## src/rtl/ahb_interconnect.sv

```systemverilog
// AHB-Lite read-path interconnect: address decode to NUM_SLAVES slaves,
// data-phase response mux, and a built-in default slave that answers
// unmapped NONSEQ/SEQ transfers with a two-cycle ERROR response.
module ahb_interconnect #(
  parameter int NUM_SLAVES  = 4,
  parameter int DATA_W      = 32,
  parameter int REGION_BITS = 4
) (
  input  logic                         HCLK,
  input  logic                         HRESET,
  input  logic [31:0]                  HADDR,
  input  logic [1:0]                   HTRANS,
  output logic [NUM_SLAVES-1:0]        HSEL_S,
  input  logic [NUM_SLAVES*DATA_W-1:0] HRDATA_S,
  input  logic [NUM_SLAVES-1:0]        HREADYOUT_S,
  input  logic [NUM_SLAVES-1:0]        HRESP_S,
  output logic [DATA_W-1:0]            HRDATA,
  output logic                         HREADY,
  output logic                         HRESP,
  input  logic                         ERR_CLR,
  output logic                         ERR_FLAG,
  output logic [7:0]                   ERR_COUNT
);

  // Slave index width covers the largest legal slave count (8).
  localparam int IDX_W = 3;

  localparam logic [1:0] SEL_NONE  = 2'd0;
  localparam logic [1:0] SEL_SLAVE = 2'd1;
  localparam logic [1:0] SEL_DEF   = 2'd2;

  localparam logic [1:0] DS_IDLE = 2'd0;
  localparam logic [1:0] DS_ERR1 = 2'd1;
  localparam logic [1:0] DS_ERR2 = 2'd2;

  logic [31:0]      region_p0;
  logic             slave_hit_p0;
  logic             err_qual_p0;
  logic [1:0]       dsel_kind_p1;
  logic [IDX_W-1:0] dsel_idx_p1;
  logic [1:0]       ds_state;
  logic [1:0]       ds_next;
  logic             err_entry;
  logic             unused_ok;

  // ---- address phase (p0): region decode ----
  assign region_p0    = 32'(HADDR[31 -: REGION_BITS]);
  assign slave_hit_p0 = region_p0 < 32'(NUM_SLAVES);
  // An unmapped transfer only starts an error when it is a real transfer
  // (NONSEQ/SEQ) accepted by the bus.
  assign err_qual_p0  = HREADY && !slave_hit_p0 && HTRANS[1];
  assign unused_ok    = ^{HADDR[31-REGION_BITS:0], HTRANS[0]};

  // One-hot slave select, purely combinational and independent of HTRANS.
  always_comb begin
    HSEL_S = '0;
    for (int i = 0; i < NUM_SLAVES; i++)
      if (region_p0 == 32'(i)) HSEL_S[i] = 1'b1;
  end

  // ---- data phase (p1): select register advances only when the bus is ready ----
  always_ff @(posedge HCLK or posedge HRESET) begin
    if (HRESET) begin
      dsel_kind_p1 <= SEL_NONE;
      dsel_idx_p1  <= '0;
    end else if (HREADY) begin
      if (slave_hit_p0) begin
        dsel_kind_p1 <= SEL_SLAVE;
        dsel_idx_p1  <= region_p0[IDX_W-1:0];
      end else begin
        dsel_kind_p1 <= SEL_DEF;
        dsel_idx_p1  <= '0;
      end
    end
  end

  // Default-slave next state: ERR1 is the wait cycle, ERR2 the final cycle.
  always_comb begin
    ds_next = DS_IDLE;
    case (ds_state)
      DS_IDLE: ds_next = err_qual_p0 ? DS_ERR1 : DS_IDLE;
      DS_ERR1: ds_next = DS_ERR2;
      DS_ERR2: ds_next = err_qual_p0 ? DS_ERR1 : DS_IDLE;
      default: ds_next = DS_IDLE;
    endcase
  end

  assign err_entry = (ds_next == DS_ERR1);

  // Default-slave state register.
  always_ff @(posedge HCLK or posedge HRESET) begin
    if (HRESET) ds_state <= DS_IDLE;
    else        ds_state <= ds_next;
  end

  // Saturating decode-error counter; ERR_CLR deliberately has no effect here.
  always_ff @(posedge HCLK or posedge HRESET) begin
    if (HRESET)                              ERR_COUNT <= 8'd0;
    else if (err_entry && ERR_COUNT != 8'hFF) ERR_COUNT <= ERR_COUNT + 8'd1;
  end

  // Sticky error flag; a new error wins over a simultaneous clear.
  always_ff @(posedge HCLK or posedge HRESET) begin
    if (HRESET)         ERR_FLAG <= 1'b0;
    else if (err_entry) ERR_FLAG <= 1'b1;
    else if (ERR_CLR)   ERR_FLAG <= 1'b0;
  end

  // Response mux: selected slave passes through with no added latency;
  // NONE and an idle default slave answer ready/OKAY with zero data.
  always_comb begin
    HRDATA = '0;
    HREADY = 1'b1;
    HRESP  = 1'b0;
    case (dsel_kind_p1)
      SEL_SLAVE: begin
        for (int i = 0; i < NUM_SLAVES; i++) begin
          if (dsel_idx_p1 == IDX_W'(i)) begin
            HRDATA = HRDATA_S[i*DATA_W +: DATA_W];
            HREADY = HREADYOUT_S[i];
            HRESP  = HRESP_S[i];
          end
        end
      end
      SEL_DEF: begin
        if (ds_state == DS_ERR1) begin
          HREADY = 1'b0;
          HRESP  = 1'b1;
        end else if (ds_state == DS_ERR2) begin
          HREADY = 1'b1;
          HRESP  = 1'b1;
        end
      end
      default: ;
    endcase
  end

endmodule

```

## config.mk

```make
export PLATFORM = sky130hd
export DESIGN_NAME = ahb_interconnect
export DESIGN_NICKNAME = d
export VERILOG_FILES = /design/src/rtl/ahb_interconnect.sv
export SDC_FILE = /design/constraint.sdc
export NUM_CORES = 1
export LEC_CHECK = 0
export ABC_AREA = 1
export BUFFER_PORTS_ARGS = -buffer_cell sky130_fd_sc_hd__buf_2
export CAP_MARGIN = 20
export CELL_PAD_IN_SITES_DETAIL_PLACEMENT = 0
export CELL_PAD_IN_SITES_GLOBAL_PLACEMENT = 1
export CORE_MARGIN = 2
export CORE_UTILIZATION = 22
export DETAILED_ROUTE_END_ITERATION = 7
export PLACE_DENSITY = 0.95
export SYNTH_ARGS = -nofsm -noshare
export SYNTH_HDL_FRONTEND = slang
export SYNTH_SLANG_ARGS = --single-unit
```

## constraint.sdc

```tcl
create_clock -name HCLK -period 3.7 [get_ports HCLK]
set_clock_uncertainty 0.15 [all_clocks]
set_input_delay 0.185 -clock HCLK [delete_from_list [all_inputs] [get_ports HCLK]]
set_output_delay 0.185 -clock HCLK [all_outputs]
set_load 0.05 [all_outputs]
```

# Word-level counts from Yosys, hierarchy flattened
# Index checks and enable logic that the tools add are counted.
[classes] n_lt_le_gt_ge=1 eq_ne=12 muxes=28 n_reduce_logical=9 addsub=1
[op_table] operator="$mux W32" n=5
[op_table] operator="$logic_not A32 Y1" n=1
[op_table] operator="$mux W1" n=18
[op_table] operator="$add A8 B1 Y8 const B" n=1
[op_table] operator="$eq A4 B2 Y1 const B" n=2
[op_table] operator="$ne A8 B8 Y1 const B" n=1
[op_table] operator="$eq A2 B1 Y1 const B" n=3
[op_table] operator="$eq A3 B2 Y1 const B" n=2
[op_table] operator="$eq A2 B2 Y1 const B" n=2
[op_table] operator="$eq A4 B1 Y1 const B" n=1
[op_table] operator="$lt A4 B3 Y1 const B" n=1
[op_table] operator="$pmux W1 S2" n=2
[op_table] operator="$pmux W2 S2" n=1
[op_table] operator="$eq A3 B1 Y1 const B" n=1
[op_table] operator="$logic_and A1 B1 Y1" n=3
[op_table] operator="$logic_not A3 Y1" n=1
[op_table] operator="$mux W3" n=1
[op_table] operator="$logic_not A2 Y1" n=1
[op_table] operator="$mux W2" n=1
[op_table] operator="$reduce_bool A2 Y1" n=1
[op_table] operator="$reduce_or A2 Y1" n=1
[op_table] operator="$logic_not A1 Y1" n=1
[word_totals] inputBits=173 out_inout_bits=47 elab_cells=56 regBits=16

# Logic depth before layout (Yosys ltp)
# Gate-level depths: netlist (run 1).
[depth] word_depth=12 ltp_mapped=11 depth_no_buf=11

# Worst setup path after synthesis (run 1)
# Ideal clock, no wire load.
[synth_timing] path_type="reg2out" from="register dsel_idx_p1[2]" to="output port HRDATA[0]" stages_incl_launch_ff=7 slack_ns=1.359 required_ns=3.365 t_arrival_ns=2.006 n_path_buf=1 path_cell_list="dfrtp_1 -> inv_2 -> nand2_1 -> nor2_1 -> clkbuf_1 -> nand2_1 -> a31oi_1"
[synth_between] elab_chain_len=6 word_cells_on_any_way=9 cone_classes="eq/ne (3); mux (5); reduce/logical (1)"
[synth_lines] element="start, declared" line="40" source="logic [IDX_W-1:0] dsel_idx_p1;"
[synth_lines] element="start signal, assigned" line="69" source="dsel_idx_p1 <= region_p0[IDX_W-1:0];"
[synth_lines] element="$logic_not A3 Y1" line="118" source="if (dsel_idx_p1 == IDX_W'(i)) begin"
[synth_lines] element="$mux W32 (3 in series)" line="118"
[synth_lines] element="$mux W32 *" line="118"
[synth_lines] element="$mux W32 *" line="115" source="case (dsel_kind_p1)"
[synth_lines] element="end, declared" line="17" source="output logic [DATA_W-1:0] HRDATA,"
# Mark *: on every way between the ends. The rest lies on a longest branch, timed or not.

# Worst setup path after layout (run 1)
[layout_timing] from="register dsel_idx_p1[2]" to="output port HRDATA[19]"
# Same word-level chain as after synthesis.

==> results of run 1 <==
flip-flops by register name, indices dropped and copies added (netlist names):
signal,cells
ERR_COUNT,8
dsel_idx_p1,3
ERR_FLAG,1
ds_state,2
dsel_kind_p1,2
stage by stage:
step | area [um^2] | hold WS (ps) | power (W) | worst slack (ps)
3_3_place_gp | 3020 | 142 | 0.00125 | 1340
6_report | 3100 | 104 | 0.00141 | 991
5_1_grt | 3090 | 125 | 0.00152 | 821
3_5_place_dp | 3020 | 153 | 0.00126 | 1310
4_1_cts | 3090 | 101 | 0.00142 | 1040
2_1_floorplan | 1960 | -51.3 | 0.000956 | 1360
synthesized netlist by cell type (all sizes together):
cell type	number	area (um^2)
a21oi	35	175
a31oi	31	194
a32oi	1	8.76
a41oi	1	8.76
buf	3	11.3
clkbuf	18	67.6
dfrtp	16	400
ha	7	87.6
inv	29	109
nand2	55	214
nand3	43	228
nand4	1	21.3
nor2	8	42.5
nor3	7	35.0
nor3b	1	7.51
nor4	2	27.5
o211ai	2	15.0
o21a	1	7.51
o21ai	34	170
o21bai	8	60.1
o22ai	2	12.5
xor2	6	52.6
critical path: stages, from the launching register on:
cell and delay [ps]:
dfrtp_1 410, inv_2 70, nand2_1 80, nor2_2 610, buf_4 360, nand2_1 80, a31oi_1 200, buf_2 290
cell families after synthesis:
family / share of synthesized area (%)
buf+inv: 9.60
fa+ha+maj: 4.48
compound gates: 33.3
simple gates: 29.4
xor+xnor: 2.69
flops: 20.5
metal layers:
| metal | up-vias | part of all wire, % | track usage (%) |
|---|---|---|---|
| met1 | 1359 | 40 | 19.7 |
| met2 | 163 | 51 | 30.9 |
| met3 | 5 | 9.0 | 1.43 |
| met4 | 0 | 0.55 | 2.53 |
| met5 | - | 0 | 0 |
| li1 | 1467 | - | - |
layout make-up:
type                            count  area, um^2
Tap cell                          108         135
Inverter                           29         109
Timing Repair Buffer              199        1020
Antenna cell                        1        2.50
Sequential cell                    16         400
Clock buffer                        4        55.1
Fill cell                         953        5580
Multi-Input combinational cell    245        1370
power by group through the flow:
stage | clock (W) | sequential (W) | combinational (W)
after detailed placement | 0 | 0.000230 | 0.00103
final | 0.000153 | 0.000226 | 0.00103
after CTS | 0.000155 | 0.000227 | 0.00104
after floorplan | 0 | 0.000240 | 0.000716
after global routing | 0.000161 | 0.000231 | 0.00113
after global placement | 0 | 0.000228 | 0.00102
repair_timing:
action                     4_1_cts  5_1_grt
buffers inserted                 0        0
hold buffers                     2        0
setup endpoints to repair        0        0
hold endpoints to repair        17        0
final timing paths:
check,cells after the start,slack [ps],startpoint,endpoint
max in group asynchronous,3,2580,HRESET,ERR_COUNT[1]$_DFFE_PP0P_
min,3,100,HADDR[29],dsel_idx_p1[1]$_DFFE_PP0P_
min in group asynchronous,3,420,HRESET,dsel_idx_p1[1]$_DFFE_PP0P_
max reg2reg,10,1580,dsel_kind_p1[1]$_DFFE_PP0P_,ERR_COUNT[6]$_DFFE_PP0P_
max,7,990,dsel_idx_p1[2]$_DFFE_PP0P_,HRDATA[19]
min reg2reg,2,370,ERR_FLAG$_DFFE_PP0P_,ERR_FLAG$_DFFE_PP0P_
==> impl_metrics.csv, run 1 <==
group,metric,value,unit
finish,nNetsFinal,674,
drt,drtAntennaViolNets,0,
floorplan,core.rowCount,34,
drt,drc_errors,0,
clock_tree,clk_pin_slew,60,ps
finish,fin_util,35.7,%
outcome,status,"finished, final reports clean",
sta,grt_setup_unrepaired,"no",
sta,finalSetupTns,0,ps
pwr,p_comb_share,73.1,%
placed_design,numPortBuffers,190,
placed_design,hpwlAfterDp,6390,um
synth,synth_area,0.00196,mm^2
sta,hold_violations,0,
clock_tree,ctsHtreeMaxLevel,1,
drt,num_vias,2994,
sta,max_freq,369,MHz
global_route,track_usage,16.1,%
clock_tree,numCtsBuffers,3,
pwr,power.switching,0.000814,W
floorplan,initial_core_util,22.5,%
floorplan,die_w,98.3,um
clock_tree,cts_buffer_depth,2,
run,max_cap_violations,0,
pwr,pwr-share-clk,10.8,%
global_route,grt_max_degree,36,
global_route,grt_overflow_total,0,
global_route,grt_pass1_vias,2938,
synth,seq_area_frac_synth,20.5,%
critical_path,path_max_fanout,17,
global_route,antenna_found_initial,0,
floorplan,num_io_pins,220,
pwr,p_int,0.000598,W
synth,ys_ff_latch,16,
synth,synth.avg_cell_area,6.29,um^2
clock_tree,clk_latency,250,ps
sta,setup_viol,0,
pwr,seq_power_share,16.0,%
critical_path,crit_path_start_kind,"flip-flop",
finish,area_growth,58.3,%
critical_path,worstPathRequired,3370,ps
drt,drt-wirelength-per-cell,14.1,um
synth,yosys_warnings,0,
clock_tree,root_buffer,"clkbuf_8",
placed_design,place_congestion,0.827,
sta,slew_headroom,47.2,%
drt,routed_wl,8520,um
synth,syn_nets,491,
finish,fin_cells,602,
synth,synth_cells,311,
placed_design,dpl.cell_count,595,
drt,vias_per_cell,4.97,
pwr,power_density,456,mW/mm^2
clock_tree,postCtsResizedCells,0,
sta,fin_crit,2710,ps
clock_tree,cts_tree,"yes",
critical_path,crit_type,"flip-flop to output port",
global_route,grt_pass1_wl,13300,um
sta,tightest_slew,790,ps
pwr,p_leak,1.63,nW
drt,dr.pass1.iters,4,
pwr,ir_worst_vdd,0.298,mV
critical_path,crit_arrival,2370,ps
sta,fin_crit_sh,73.2,%
finish,layout_commonest_cell,"buf_2",
drt,drt_iter0_drc,96,
sta,slew_viol_final,0,
critical_path,end_kind,"output port",
finish,mostFrequentLayoutCells,"buf_2 (190), nand2_1 (54), nand3_1 (42), a21oi_1 (35), o21ai_0 (34)",
clock_tree,cts.sinks,16,
floorplan,die_area,0.00966,mm^2
finish,drive_gt1_share,42.8,%
floorplan,die_h,98.3,um
min_path,worstHoldPathType,"input pin to flip-flop",
synth,ys_types,28,
pwr,p_sw_share,57.6,%
floorplan,core-area,0.00868,mm^2
Power figures use the tool's default switching activity.
==> run 2, diff against run 1 <==
- CORE_UTILIZATION: 22 -> 20
- PLACE_DENSITY: 0.95 -> 0.91
- clock period: 3.7 -> 2.8 ns (I/O delays scaled with it)
==> run 2 against run 1 <==
Against the previous run:
- clock-buffer cell count stayed put
- highest routed layer unchanged
- sequential cell count is the same
- hold slack worse by 39 ps
- combinational power grew 31%
- die area grew 9.6%
- clock power increased by 38%
- non-clock buffer count is 1 higher
- first-iteration DRC count increased by 22%
- total power is 32% higher
- worst setup slack got worse by 660 ps
- largest cell class unchanged
- critical path depth unchanged
==> impl_metrics.csv, run 2 (same netlist as run 1, synthesis figures left out) <==
group,metric,value,unit
floorplan,die_area,0.0106,mm^2
global_route,met2_usage,25.5,%
pwr,power_density,595,mW/mm^2
clock_tree,hold_buffers,2,
pwr,p_sw_share,57.8,%
clock_tree,clk_latency,250,ps
min_path,worstHoldPathType,"input pin to flip-flop",
drt,num_vias,2958,
sta,max_freq,405,MHz
clock_tree,ctsHtreeMaxLevel,1,
clock_tree,clk_pin_slew,70,ps
sta,finalSetupTns,0,ps
critical_path,crit_type,"flip-flop to output port",
critical_path,worstPathRequired,2510,ps
drt,drtAntennaViolNets,0,
floorplan,core.rowCount,36,
sta,tightest_slew,693,ps
placed_design,hpwlAfterDp,6200,um
drt,drc_errors,0,
clock_tree,post_cts_buffers,0,
sta,setup_viol,0,
sta,fin_crit,2470,ps
pwr,p_leak,1.63,nW
pwr,p_comb_share,72.6,%
clock_tree,numCtsBuffers,3,
floorplan,die_w,103,um
placed_design,dpl.cell_count,621,
outcome,status,"finished, final reports clean",
critical_path,end_kind,"output port",
placed_design,numPortBuffers,190,
sta,slew_headroom,53.7,%
sta,grt_setup_unrepaired,"no",
clock_tree,cts.sinks,16,
sta,hold_violations,0,
global_route,use_met1,15.3,%
run,max_cap_violations,0,
clock_tree,postCtsResizedCells,0,
finish,largest_reg_flops,8,
critical_path,crit_arrival,2180,ps
finish,area_growth,60.1,%
global_route,grt_max_degree,36,
clock_tree,cts_buffer_depth,2,
clock_tree,root_buffer,"clkbuf_8",
pwr,pwr-share-clk,11.3,%
global_route,track_usage,13.3,%
floorplan,num_io_pins,220,
global_route,grt_pass1_wl,11400,um
drt,drt_iter0_drc,117,
finish,largest_registers,"ERR_COUNT (8), dsel_idx_p1 (3)",
global_route,grt_pass1_vias,2550,
finish,layout_commonest_cell,"buf_2",
global_route,grt_overflow_total,0,
sta,slew_viol_final,0,
clock_tree,cts_tree,"yes",
finish,fin_cells,627,
finish,drive_gt1_share,42.9,%
pwr,p_int,0.000786,W
finish,mostFrequentLayoutCells,"buf_2 (190), nand2_1 (54), nand3_1 (42), a21oi_1 (35), o21ai_0 (34)",
pwr,seq_power_share,16.1,%
finish,nNetsFinal,675,
finish,top_register,"ERR_COUNT",
drt,drt-wirelength-per-cell,13.3,um
floorplan,core-area,0.00964,mm^2
global_route,grt.met3_usage,2.24,%
drt,dr.pass1.iters,4,
global_route,grt-busiest-layer,"met2",
sta,fin_crit_sh,88.3,%
drt,vias_per_cell,4.72,
pwr,power.switching,0.00108,W
finish,diodes,0,
critical_path,crit_path_start_kind,"flip-flop",
global_route,antenna_found_initial,0,
floorplan,die_h,103,um
pwr,ir_worst_vdd,0.414,mV
drt,routed_wl,8320,um
floorplan,initial_core_util,20.3,%
critical_path,path_max_fanout,24,
placed_design,place_congestion,0.871,
run 2: cell types whose count changed in the layout (fill, tap and decap cells not counted), sizes merged:
cell,before,now
buf,197,198
diode,1,0
run 2: layout make-up:
cell class / instances / area, um^2
well taps: 133 / 166
fillers: 1075 / 6510
flip-flops and latches: 16 / 400
repair buffers: 200 / 1030
inverters: 29 / 109
clock buffers: 4 / 55.1
multi-input cells: 245 / 1370
run 2: power by group through the flow:
stage	Combinational, W	Clock [W]	Sequential [W]
after floorplan	0.000947	0	0.000317
after global placement	0.00133	0	0.000300
after detailed placement	0.00136	0	0.000304
after CTS	0.00136	0.000212	0.000299
after global routing	0.00147	0.000222	0.000306
final	0.00135	0.000211	0.000299
run 2: path summary, 6_finish.rpt:
| check | start | end | slack (ps) | depth (start not counted) |
|---|---|---|---|---|
| worst max-delay path | dsel_idx_p1[2]$_DFFE_PP0P_ | HRDATA[10] | 330 | 7 |
| worst min-delay path | HADDR[29] | dsel_idx_p1[1]$_DFFE_PP0P_ | 60 | 3 |
| worst max register to register | ds_state[0]$_DFF_PP0_ | ERR_COUNT[7]$_DFFE_PP0P_ | 750 | 7 |
| worst min register to register | dsel_kind_p1[1]$_DFFE_PP0P_ | dsel_kind_p1[1]$_DFFE_PP0P_ | 370 | 1 |
| max in group asynchronous | HRESET | ERR_FLAG$_DFFE_PP0P_ | 1720 | 3 |
| min in group asynchronous | HRESET | ERR_COUNT[6]$_DFFE_PP0P_ | 370 | 3 |
run 2: metal layers:
layer  vias to the layer above  routed length (um)
li1                       1474                   -
met5                         -                   0
met1                      1332                3350
met3                         5                 801
met2                       147                4100
met4                         0                  70
run 2: worst max-delay path, cell delays in order (launching register included):
cell     delay (ps)
dfrtp_1         410
inv_2            80
nand2_1          90
nor2_2          430
buf_4           390
a21oi_1         100
a31oi_1         140
buf_2           280
run 2: per-stage QoR:
| step | utilization, % | setup WS, ps | hold WS, ps | area (um^2) | power [W] |
|---|---|---|---|---|---|
| 6_report | 32.5 | 328 | 64.9 | 3130 | 0.00186 |
| 5_1_grt | 32.5 | 141 | 93.7 | 3130 | 0.00200 |
| 4_1_cts | 32.5 | 335 | 68.0 | 3130 | 0.00187 |
| 3_5_place_dp | 31.7 | 605 | 104 | 3060 | 0.00166 |
| 3_3_place_gp | 31.7 | 637 | 91.3 | 3060 | 0.00163 |
| 2_1_floorplan | - | 504 | -96.3 | 1960 | 0.00126 |
==> run 3, diff against run 2 <==
--- a/config.mk
+++ b/config.mk
@@ -8,3 +8,2 @@
 export ABC_AREA = 1
-export BUFFER_PORTS_ARGS = -buffer_cell sky130_fd_sc_hd__buf_2
 export CAP_MARGIN = 20
@@ -13,5 +12,7 @@
 export CORE_MARGIN = 2
-export CORE_UTILIZATION = 20
+export CORE_UTILIZATION = 30
+export CTS_CLUSTER_SIZE = 24
 export DETAILED_ROUTE_END_ITERATION = 7
-export PLACE_DENSITY = 0.91
+export DONT_BUFFER_PORTS = 1
+export PLACE_DENSITY = 0.76
 export SYNTH_ARGS = -nofsm -noshare
==> constraint.sdc (replaced) <==
create_clock -name HCLK -period 2.8 [get_ports HCLK]
set_clock_uncertainty 0.15 [all_clocks]
set_input_delay 0.28 -clock HCLK [delete_from_list [all_inputs] [get_ports HCLK]]
set_output_delay 0.28 -clock HCLK [all_outputs]
set_load 0.05 [all_outputs]
==> run 3 against run 2 <==
Against the previous run:
- die area shrank 32%
- combinational power hardly changed
- critical path depth did not move
- hold slack gained 23 ps
- critical endpoint is now HRDATA[12]
- largest power group unchanged
==> impl_metrics.csv, run 3 (same netlist as run 1, synthesis figures left out) <==
group,metric,value,unit
outcome,status,"finished, final reports clean",
pwr,p_int,0.000774,W
critical_path,slowest_delay,430,ps
sta,finalWorstSetupSlack,332,ps
critical_path,worstPathRequired,2370,ps
placed_design,hpwlAfterDp,5810,um
drt,drt_iter0_drc,180,
placed_design,numPortBuffers,0,
finish,mostFrequentLayoutCells,"nand2_1 (54), buf_4 (49), nand3_1 (42), a21oi_1 (35), o21ai_0 (34)",
drt,drtAntennaViolNets,0,
sta,grt_setup_unrepaired,"no",
global_route,grt_pass1_wl,11400,um
sta,max_freq,405,MHz
sta,tightest_slew,717,ps
pwr,p_sw_share,57.5,%
floorplan,core-area,0.00631,mm^2
pwr,seq_power_share,17.7,%
finish,area_growth,25.0,%
clock_tree,cts_buffer_depth,2,
finish,drive_gt1_share,18.5,%
pwr,power,0.00182,W
critical_path,crit_type,"flip-flop to output port",
clock_tree,post_cts_buffers,0,
critical_path,cp_cell_sequence,"inv_2 -> nor2_2 -> inv_1 -> buf_4 -> o21ai_0 -> a31oi_1 -> buf_4",
pwr,power_density,744,mW/mm^2
critical_path,path_common_cell,"buf_4",
critical_path,crit_path_start_kind,"flip-flop",
pwr,ir_worst_vdd,0.389,mV
critical_path,path_max_fanout,20,
global_route,grt_pass1_vias,2254,
floorplan,core.rowCount,29,
drt,routed_wl,7520,um
global_route,antenna_found_initial,0,
run,max_cap_violations,0,
floorplan,die_w,84.7,um
placed_design,place_congestion,0.824,
global_route,track_usage,18.9,%
finish,largest_registers,"ERR_COUNT (8), dsel_idx_p1 (3)",
drt,drc_errors,0,
pwr,p_comb_share,73.1,%
sta,slew_viol_final,0,
finish,top_register,"ERR_COUNT",
clock_tree,clk_pin_slew,60,ps
pwr,p_leak,1.07,nW
clock_tree,clk_latency,240,ps
floorplan,die_h,84.7,um
min_path,worstHoldPathType,"input pin to flip-flop",
sta,fin_crit,2470,ps
floorplan,initial_core_util,31.0,%
clock_tree,cts.sinks,16,
floorplan,die_area,0.00718,mm^2
finish,nNetsFinal,528,
drt,drt-wirelength-per-cell,17.8,um
floorplan,num_io_pins,220,
drt,dr.pass1.iters,5,
finish,layout_commonest_cell,"nand2_1",
clock_tree,cts_tree,"yes",
pwr,pwr-share-clk,9.3,%
sta,hold_violations,0,
global_route,grt_max_degree,35,
sta,fin_crit_sh,88.1,%
drt,num_vias,2453,
critical_path,end_kind,"output port",
clock_tree,ctsHtreeMaxLevel,1,
clock_tree,root_buffer,"clkbuf_8",
clock_tree,numCtsBuffers,3,
critical_path,crit_arrival,2040,ps
sta,setup_viol,0,
sta,slew_headroom,52.1,%
critical_path,crit_slowest_cell,"dfrtp_1",
finish,diodes,0,
pwr,power.switching,0.00105,W
drt,vias_per_cell,5.80,
sta,finalSetupTns,0,ps
placed_design,dp_slack,592,ps
finish,largest_reg_flops,8,
global_route,grt_overflow_total,0,
[run 3: changes by cell type in the layout (fill, tap and decap cells not counted), sizes merged]
cell / delta
buf: -147
clkbuf: -1
[run 3: worst paths after layout]
kind,cells after the start,startpoint,to,slack (ps)
setup / recovery,7,dsel_idx_p1[1]$_DFFE_PP0P_,HRDATA[12],330
hold / removal,2,HADDR[29],dsel_idx_p1[1]$_DFFE_PP0P_,90
max in group asynchronous,2,HRESET,dsel_idx_p1[2]$_DFFE_PP0P_,1700
min in group asynchronous,2,HRESET,ERR_COUNT[2]$_DFFE_PP0P_,400
setup reg to reg,10,dsel_idx_p1[1]$_DFFE_PP0P_,ERR_COUNT[7]$_DFFE_PP0P_,600
hold reg to reg,1,dsel_kind_p1[1]$_DFFE_PP0P_,dsel_kind_p1[1]$_DFFE_PP0P_,390
[run 3: area by class of cell]
class,count,area [um^2]
clock buffers,3,41.3
fillers,675,3870
inverters,29,109
multi-input cells,245,1370
flip-flops and latches,16,400
well taps,77,96.3
repair buffers,53,428
[run 3: power groups by stage]
| stage | Combinational, W | Sequential (W) | Clock (W) |
|---|---|---|---|
| floorplan | 0.000947 | 0.000317 | 0 |
| global placement | 0.00130 | 0.000323 | 0 |
| detailed placement | 0.00132 | 0.000326 | 0 |
| CTS | 0.00132 | 0.000322 | 0.000171 |
| global route | 0.00144 | 0.000329 | 0.000184 |
| finish | 0.00133 | 0.000321 | 0.000169 |
[run 3: what timing repair did]
action                                  4_1_cts  5_1_grt
hold endpoints to repair                     17        0
gates resized for setup                       0        0
hold buffers                                  2        0
endpoints found under the setup margin        0        0
[run 3: routing by layer]
metal  part of all wire, %  GRT usage, %  vias to the layer above
li1                      -             -                     1173
met1                    39          25.0                     1105
met2                    49          32.7                      165
met3                    12          2.95                       10
met4                   1.2          3.46                        0
met5                     0             0                        -
[run 3: through the flow]
step / utilization, % / cells / instance area [um^2] / hold WS [ps]
final: 38.7 / 423 / 2440 / 88.1
after global routing: 38.7 / 423 / 2440 / 109
after CTS: 38.7 / 423 / 2440 / 94.8
after detailed placement: 37.8 / 418 / 2380 / 129
after global placement: 37.8 / 418 / 2380 / 117
after floorplan: - / 311 / 1960 / 43.7
[run 3: worst max-delay path, delay by kind of cell (launching register included)]
kind,cells,cell delay [ps]
AOI/OAI and AO/OA,2,390
buffers and inverters,4,860
DFF,1,430
and+or+nand+nor,1,100
